**src/rtl/attn_out_requant_pkg.sv**
```systemverilog
// Shared types and width helpers for the attention-output requantiser.
package attn_pkg;

    typedef enum logic {
        IDLE   = 1'b0,
        STREAM = 1'b1
    } req_state_t;

    // Width of a raw attention accumulator element.
    function automatic int attn_ow(input int dw, input int frac_w, input int seq_len);
        return dw + frac_w + $clog2(seq_len);
    endfunction

endpackage

```
**src/rtl/attn_out_requant_sat.sv**
```systemverilog
// requant_sat: round-half-up by FRAC_W bits, then clamp to signed DW; sat flags a clamp.
// Latency: combinational. Backpressure: none.
module requant_sat #(
    parameter int OW     = 19,
    parameter int DW     = 4,
    parameter int FRAC_W = 4
) (
    input  logic signed [OW-1:0] x,
    output logic        [DW-1:0] y,
    output logic                 sat
);

    localparam logic signed [OW:0] RND_V = (OW+1)'(1 << (FRAC_W-1));
    localparam logic signed [OW:0] MAX_V = (OW+1)'((1 << (DW-1)) - 1);
    localparam logic signed [OW:0] MIN_V = ~MAX_V;

    logic signed [OW:0] ext;
    logic signed [OW:0] rnd;
    logic signed [OW:0] shv;

    // One extra bit keeps the rounding add from wrapping at the positive extreme.
    always_comb begin
        ext = {x[OW-1], x};
        rnd = ext + RND_V;
        shv = rnd >>> FRAC_W;
        y   = shv[DW-1:0];
        sat = 1'b0;
        if (shv > MAX_V) begin
            y   = MAX_V[DW-1:0];
            sat = 1'b1;
        end else if (shv < MIN_V) begin
            y   = MIN_V[DW-1:0];
            sat = 1'b1;
        end
    end

endmodule

```
**src/rtl/attn_out_requant.sv**
```systemverilog
// attn_out_requant: requantise captured per-head vectors into a 2-slot ping-pong store, stream one head per beat.
// Latency: out_valid one cycle after the capture edge. Backpressure: out_ready stalls the stream; a capture
// into a full store (with no freeing beat) is dropped and sets sticky ovf. Optional ATTN_REQ_SATCNT_EN adds sat_cnt.
module attn_out_requant
    import attn_pkg::*;
#(
    parameter  int HEADS   = 12,
    parameter  int SEQ_LEN = 2048,
    parameter  int DW      = 4,
    parameter  int FRAC_W  = 4,
    localparam int OW      = attn_ow(DW, FRAC_W, SEQ_LEN),
    localparam int HW      = $clog2(HEADS)
) (
    input  logic                      clk,
    input  logic                      rst,
    input  logic                      in_valid,
    input  logic [0:HEADS-1][OW-1:0]  in_vec,
    output logic                      out_valid,
    input  logic                      out_ready,
    output logic [DW-1:0]             out_data,
    output logic [HW-1:0]             out_head,
    output logic                      out_last,
    output logic [1:0]                buf_cnt,
    output logic                      ovf
`ifdef ATTN_REQ_SATCNT_EN
   ,output logic [15:0]               sat_cnt
`endif
);

    logic [DW-1:0] rq_vec [HEADS];
    logic [HEADS-1:0] sat_vec;
    logic [DW-1:0] mem_q [2][HEADS];

    req_state_t    state_q, state_d;
    logic          wr_ptr_q, wr_ptr_d, rd_ptr_q, rd_ptr_d;
    logic [HW-1:0] head_q, head_d;
    logic [1:0]    cnt_q, cnt_d;
    logic          ovf_q, ovf_d, out_valid_q, out_valid_d, out_last_q, out_last_d;
    logic          beat, last_beat, cap;

    for (genvar g = 0; g < HEADS; g++) begin : g_rq
        requant_sat #(.OW(OW), .DW(DW), .FRAC_W(FRAC_W)) u_rq (
            .x   (in_vec[g]),
            .y   (rq_vec[g]),
            .sat (sat_vec[g])
        );
    end

    // A capture alongside the final beat of the oldest vector reuses the slot it frees.
    always_comb begin
        beat        = out_valid_q & out_ready;
        last_beat   = beat & out_last_q;
        cap         = in_valid & ((cnt_q != 2'd2) | last_beat);
        ovf_d       = ovf_q | (in_valid & ~cap);
        cnt_d       = cnt_q + {1'b0, cap} - {1'b0, last_beat};
        wr_ptr_d    = wr_ptr_q ^ cap;
        rd_ptr_d    = rd_ptr_q ^ last_beat;
        head_d      = head_q;
        if (last_beat) begin
            head_d = '0;
        end else if (beat) begin
            head_d = head_q + 1'b1;
        end
        state_d     = (cnt_d != 2'd0) ? STREAM : IDLE;
        out_valid_d = (cnt_d != 2'd0);
        out_last_d  = (cnt_d != 2'd0) && (head_d == HW'(HEADS-1));
    end

    always_ff @(posedge clk or posedge rst) begin
        if (rst) begin
            state_q     <= IDLE;
            wr_ptr_q    <= 1'b0;
            rd_ptr_q    <= 1'b0;
            head_q      <= '0;
            cnt_q       <= 2'd0;
            ovf_q       <= 1'b0;
            out_valid_q <= 1'b0;
            out_last_q  <= 1'b0;
        end else begin
            state_q     <= state_d;
            wr_ptr_q    <= wr_ptr_d;
            rd_ptr_q    <= rd_ptr_d;
            head_q      <= head_d;
            cnt_q       <= cnt_d;
            ovf_q       <= ovf_d;
            out_valid_q <= out_valid_d;
            out_last_q  <= out_last_d;
        end
    end

    // Slot contents need no reset: they are only visible while the matching count is non-zero.
    always_ff @(posedge clk) begin
        if (cap) begin
            mem_q[wr_ptr_q] <= rq_vec;
        end
    end

    assign out_valid = out_valid_q;
    assign out_data  = (state_q == STREAM) ? mem_q[rd_ptr_q][head_q] : '0;
    assign out_head  = head_q;
    assign out_last  = out_last_q;
    assign buf_cnt   = cnt_q;
    assign ovf       = ovf_q;

`ifdef ATTN_REQ_SATCNT_EN
    logic [15:0] sat_cnt_q, sat_cnt_d;
    logic [HW:0] nsat;
    logic [16:0] sat_sum;

    always_comb begin
        nsat = '0;
        for (int i = 0; i < HEADS; i++) begin
            nsat = nsat + (HW+1)'(sat_vec[i]);
        end
        sat_sum   = {1'b0, sat_cnt_q} + 17'(nsat);
        sat_cnt_d = sat_cnt_q;
        if (cap) begin
            sat_cnt_d = sat_sum[16] ? 16'hFFFF : sat_sum[15:0];
        end
    end

    always_ff @(posedge clk or posedge rst) begin
        if (rst) begin
            sat_cnt_q <= 16'd0;
        end else begin
            sat_cnt_q <= sat_cnt_d;
        end
    end

    assign sat_cnt = sat_cnt_q;
`else
    logic unused_sat;
    assign unused_sat = ^sat_vec;
`endif

endmodule
```
**config.mk**
```make
export PLATFORM = sky130hd
export DESIGN_NAME = attn_out_requant
export DESIGN_NICKNAME = d
export VERILOG_FILES = /design/src/rtl/attn_out_requant_pkg.sv /design/src/rtl/attn_out_requant_sat.sv /design/src/rtl/attn_out_requant.sv
export SDC_FILE = /design/constraint.sdc
export NUM_CORES = 1
export LEC_CHECK = 0
export BUFFER_PORTS_ARGS = -buffer_cell sky130_fd_sc_hd__buf_2
export CAP_MARGIN = 20
export CORE_AREA = 3 3 160 162
export DETAILED_ROUTE_END_ITERATION = 8
export DIE_AREA = 0 0 163 165
export GPL_TIMING_DRIVEN = 0
export HOLD_SLACK_MARGIN = 0.08
export SETUP_SLACK_MARGIN = 0.02
export SLEW_MARGIN = 15
export SYNTH_ARGS = -nofsm -noshare
export SYNTH_HDL_FRONTEND = slang
export SYNTH_SLANG_ARGS = --single-unit
```
**constraint.sdc**
```tcl
create_clock -name clk -period 5.6 [get_ports clk]
set_input_delay 0.84 -clock clk [delete_from_list [all_inputs] [get_ports clk]]
set_output_delay 0.84 -clock clk [all_outputs]
set_load 0.02 [all_outputs]
```
==> results of run 1 <==
## worst paths after layout
check | startpoint | endpoint | cells past startpoint
min in group clk | ovf | ovf | 1
max reg2reg | out_valid | out_last | 10
max in group asynchronous | rst | buf_cnt[0] | 2
min reg2reg | ovf | ovf | 1
min | rst | buf_cnt[1] | 2
max | out_head[0] | out_data[3] | 8
## logic make-up after synthesis
kind of cell	Yosys count	share of synthesized area [%]
compound gates	259	18.33
flops	107	32.44
buf+inv	87	3.753
simple gates	479	28.28
xor+xnor	68	6.118
fa+ha+maj	16	2.057
mux	52	9.023
## power breakdown
| group | total, uW | internal (uW) | switching, uW |
|---|---|---|---|
| Sequential | 1170 | 1100 | 65.2 |
| Combinational | 1190 | 506 | 680 |
| Clock | 670 | 365 | 305 |
## registers in the layout, indices dropped and copies added (netlist names)
name / count
out_last: 1
buf_cnt: 2
rd_ptr_q: 1
wr_ptr_q: 1
mem_q: 96
out_valid: 1
out_head: 4
ovf: 1
## cell usage after synthesis (20+ instances only)
| cell | number |
|---|---|
| and3_1 | 22 |
| nand3_1 | 71 |
| o21ai_0 | 49 |
| nand2_1 | 79 |
| nand4_1 | 56 |
| a21oi_1 | 44 |
| a31oi_1 | 20 |
| nor4_1 | 45 |
| edfxtp_1 | 96 |
| xnor2_1 | 51 |
| mux4_2 | 28 |
| inv_1 | 47 |
| nor3_1 | 24 |
| nor2_1 | 57 |
## worst max-delay path, stage by stage (launching register included)
cell	delay, ps
dfrtp_1	370
buf_2	290
buf_2	320
buf_1	500
mux4_2	420
mux2i_1	140
o21ai_0	80
and2_1	150
buf_2	160
## through the flow
stage / area (sq um) / setup WS [ps] / std cells / hold WS, ps / utilization [%]
3_3_place_gp: 11090 / 1767 / 1582 / 457.1 / 45.74
2_1_floorplan: 9734 / 2705 / 1068 / 592.3 / -
4_1_cts: 11450 / 1915 / 1598 / 486.6 / 47.20
6_report: 11450 / 1964 / 1598 / 486.2 / 47.20
5_1_grt: 11450 / 1782 / 1598 / 515.6 / 47.20
3_5_place_dp: 11120 / 2084 / 1582 / 467.2 / 45.84
## layout make-up
cell class | count | area [sq um] | area share, %
plain buffers | 40 | 188.9 | 1.651
clock buffers | 9 | 225.2 | 1.968
clock inverters | 7 | 105.1 | 0.9182
inverters | 47 | 176.4 | 1.541
multi-input cells | 874 | 6236 | 54.48
flip-flops and latches | 107 | 3158 | 27.59
well taps | 324 | 405.4 | 3.542
repair buffers | 190 | 950.9 | 8.308
## layer usage
layer / share of wire [%] / up-vias / global-route usage [%]
met3: 5.7 / 14 / 2.082
li1: - / 4678 / -
met4: 0.66 / 0 / 2.960
met2: 46 / 281 / 30.07
met1: 47 / 4480 / 27.50
met5: 0 / - / 0
==> flow_metrics.tcl, run 1 <==
set metrics [dict create \
    grt_usage_pct 18.63 \
    relSlewSlack_pct 52.11 \
    via_per_inst 5.916 \
    core_sq_um 24250 \
    diodes 0 \
    total_power_uw 3021 \
    hold_violations 0 \
    drt_pass1_iterations 8 \
    critPathCaptureType "output port" \
    die_w_microns 163 \
    start_util_pct 40.14 \
    die_area_sq_um 26900 \
    crit_type "flip-flop to output port" \
    fillers 2336 \
    clock.fmax_ghz 0.2750 \
    hpwl_mm 20.36 \
    post-route-min-period_ps 3636 \
    synth-seq-cells 107 \
    grt_max_degree 49 \
    rsz0062_at_grt "no" \
    synth_top_area_cell "edfxtp_1" \
    antenna_found_initial 0 \
    clk_latency_ps 350 \
    pwr_density_cell_nw_per_um2 264.0 \
    post-route-period-util_pct 64.93 \
    avgSynthCellArea_sq_um 9.115 \
    synth_cell_types 89 \
    ys_seq_area_share_pct 32.44 \
    setup_viol 0 \
    syn_area_sq_um 9734 \
    mostFrequentLayoutCells "buf_2, edfxtp_1, nand2_1" \
    post_cts_resized 0 \
    maxCapViolCount 0 \
    drive_gt1_share_pct 22.76 \
    crit_arrival_ps 2800 \
    drc 0 \
    worst_pin_slew_ps 710.8 \
    yosys-top-cells-area "edfxtp_1, mux4_2, xnor2_1, nand3_1, nand4_1" \
    hp-class "input port to async pin" \
    irDropWorstVdd_uv 232.8 \
    grt_pass1_wl_mm 42.20 \
    cts_max_path_buffers 2 \
    yosysWarnings 0 \
    synth-edff-count 96 \
    clockRootBuffer "clkbuf_16" \
    synthCells 1068 \
    numCtsBuffers 9 \
    status "finished clean" \
    clkSinkCount 107 \
    syn_nets 1316 \
    gp_congestion 0.8887 \
    synth_ff_type "edfxtp_1" \
    ant_nets 0 \
    io_buffers 190 \
    postCtsSetupBuffers 0 \
    wl_mm 26.20 \
    async_flop_share_pct 10.28 \
    cts_tree "built" \
    areaGrowthSynthToFinish_pct 17.58 \
    die_y_microns 165 \
    power_leakage_uw 0.004031 \
    rows 57 \
    fin_setup_tns_ps 0 \
    path_clk_slew_ps 70 \
    crit_fanout 10 \
    grt_pass1_vias 8552 \
    ios 245 \
    r2r_slack_ps 3250 \
    vias 9453 \
    first_iter_violations 749 \
    h-tree-depth 3 \
    required_ps 4760 \
    drv_slew 0 \
    yosysTopAreaCellShare_pct 29.61 \
    overflow 0 \
    layout_commonest_cell "buf_2" \
    skew_ps 6.084 \
    wl_per_cell_microns 16.40 \
    cts_hold_buffers 0 \
    fin_nets 1517 \
    cp-start-kind "flip-flop" \
]
No activity file was read; power rests on OpenSTA's default activity.
==> run 2, diff against run 1 <==
ABC_AREA = 1   (was not set)
CORE_AREA = 3 3 167 169   (was 3 3 160 162)
DIE_AREA = 0 0 170 172   (was 0 0 163 165)
clock period = 3.3 ns   (was 5.6 ns; I/O delays follow)
==> run 2 against run 1 <==
  * Clock power up 58%
  * Die area rose by 8.7%
  * Routed wire length up 9.1%
  * Critical endpoint is now out_data[0]
  * Largest cell class unchanged
  * Largest power group unchanged
==> flow_metrics.tcl, run 2 <==
set metrics [dict create \
    h-tree-depth 3 \
    areaGrowthSynthToFinish_pct 16.88 \
    final_cells 2319 \
    synth_ff_type "edfxtp_1" \
    start_util_pct 39.76 \
    synth_top_area_cell "edfxtp_1" \
    crit_type "flip-flop to output port" \
    cp_common_cell "nand2_1" \
    ios 245 \
    status "finished clean" \
    post-route-min-period_ps 2816 \
    diodes 0 \
    async_flop_share_pct 10.28 \
    die_area_sq_um 29240 \
    ys_seq_area_share_pct 29.72 \
    die_w_microns 170 \
    critPathCaptureType "output port" \
    power_leakage_uw 0.006080 \
    wl_mm 28.59 \
    hp-class "input port to async pin" \
    ant_nets 0 \
    worstPathCellList "clkbuf_1 -> o21ai_0 -> o22ai_1 -> nand2_1 -> nand2_1 -> inv_1 -> nand2_1 -> nand2_1 -> a21oi_1 -> buf_2" \
    overflow 0 \
    cp-start-kind "flip-flop" \
    mostFrequentLayoutCells "nand2_1, nor2_1, buf_2" \
    rows 60 \
    via_per_inst 4.981 \
    hpwl_mm 23.50 \
    gp_congestion 0.8780 \
    irDropWorstVdd_uv 333.5 \
    yosys-top-cells-area "edfxtp_1, nand2_1, nor2_1, nand3_1, inv_1" \
    avgSynthCellArea_sq_um 6.058 \
    drt_pass1_iterations 5 \
    drc 0 \
    final_area_sq_um 12420 \
    vias 11550 \
    maxCapViolCount 0 \
    yosysTopAreaCellShare_pct 27.13 \
    synth-edff-count 96 \
    place_area_sq_um 12120 \
    crit_arrival_ps 2320 \
    grt_pass1_wl_mm 46.64 \
    layout_commonest_cell "nand2_1" \
    clock.fmax_ghz 0.3551 \
    rsz0062_at_grt "no" \
    skew_ps 9.107 \
    r2r-end "mem_q[0][4]" \
    synthCells 1754 \
    synth_cell_types 34 \
    dp.cells 2303 \
    path_clk_slew_ps 70 \
    critPathMaxStageDelay_ps 490 \
    hold_violations 0 \
    path_buf_inv 3 \
    io_buffers 208 \
    clockRootBuffer "clkbuf_16" \
    antenna_found_initial 0 \
    r2r_cells 5 \
    post-route-period-util_pct 85.34 \
    core_sq_um 26730 \
    first_iter_violations 558 \
    fin_setup_tns_ps 0 \
    relSlewSlack_pct 52.66 \
    setup_viol 0 \
    required_ps 2800 \
    yosysWarnings 0 \
    critical_path.top_delay_family "buffers and inverters" \
    drv_slew 0 \
    synth-seq-cells 107 \
    drive_gt1_share_pct 14.36 \
    regMostFlops "mem_q" \
    fin_hold_ws_ps 137.2 \
    synth.most_common_cell "nand2_1" \
    crit_fanout 10 \
    clk_latency_ps 340 \
    cts_max_path_buffers 2 \
    timing.rr.start "out_valid" \
    yosys-top-cells-count "nand2_1, nor2_1, inv_1" \
    syn_nets 2002 \
    grt_max_degree 49 \
    utilization_pct 46.47 \
    numCtsBuffers 9 \
    die_y_microns 172 \
    cp_slowest_cell "dfrtp_1" \
    cts_hold_buffers 0 \
    post_cts_resized 0 \
    postCtsSetupBuffers 0 \
    grt_pass1_vias 10160 \
    r2r_slack_ps 680 \
    fin_nets 2221 \
    worst_pin_slew_ps 710.1 \
    grt_usage_pct 18.83 \
    clkSinkCount 107 \
    pwr_density_cell_nw_per_um2 426.7 \
    syn_area_sq_um 10630 \
    largest_reg_flops 96 \
    wl_per_cell_microns 12.33 \
    cts_tree "built" \
]
[run 2: changes by cell type after synthesis, sizes merged, moves of 38 or more]
cell   change
inv      +159
nor4      -46
nand3     +82
nand2    +567
xnor2     -38
nor2     +261
[run 2: per-stage QoR]
stage	power, uW	setup slack (ps)
after floorplan	3436	525.4
after global placement	4229	-551.2
after detailed placement	4252	540.8
after CTS	5317	475.3
after global routing	5686	278.3
final	5300	483.8
[run 2: final cells by class]
cell class / count / area, sq um
Inverter: 207 / 777.0
Timing Repair Buffer: 208 / 1041
Buffer: 17 / 73.82
Sequential cell: 107 / 3158
Multi-Input combinational cell: 1423 / 6643
Tap cell: 341 / 426.7
Fill cell: 2813 / 14310
Clock buffer: 13 / 282.8
Clock inverter: 3 / 18.77
[run 2: worst max-delay path by stage]
| stage | startpoint | end | slack [ps] | cells past startpoint |
|---|---|---|---|---|
| after global placement | out_ready | mem_q[0][41] | -550 | 6 |
| after CTS | out_head[0] | out_data[0] | 480 | 10 |
| after floorplan | out_valid | mem_q[1][0] | 530 | 5 |
| after global routing | out_head[0] | out_data[3] | 280 | 11 |
| after detailed placement | out_ready | mem_q[0][41] | 540 | 6 |
| final | out_head[0] | out_data[0] | 480 | 10 |
[run 2: report_power, final]
part	leakage (uW)	internal [uW]	switching, uW
Sequential	0.00101	1860	134
Combinational	0.00492	711	1540
Clock	0.000150	605	452
Total	0.00608	3180	2120
[run 2: worst reg2reg max path, delay by kind of cell (launching register included)]
kind	cells	cell delay (ps)
AOI/OAI and AO/OA	1	500
adders and majority gates	1	700
buffers and inverters	1	200
DFF	1	380
and+or+nand+nor	2	440
[run 2: cells by family after synthesis]
| group | count (synthesis) | synth area share [%] |
|---|---|---|
| adder cells (fa/ha/maj) | 16 | 1.884 |
| AO/OA/AOI/OAI | 126 | 6.864 |
| flip-flops | 107 | 29.72 |
| buffers and inverters | 224 | 8.007 |
| AND/OR/NAND/NOR | 1238 | 49.98 |
| XOR/XNOR | 43 | 3.544 |
[run 2: per-layer routing]
metal,routed length (microns),vias up,GRT usage [%]
li1,-,6165,-
met1,14310,5111,27.42
met2,12630,254,30.46
met3,1370,20,1.806
met4,273,0,4.268
met5,0,-,0
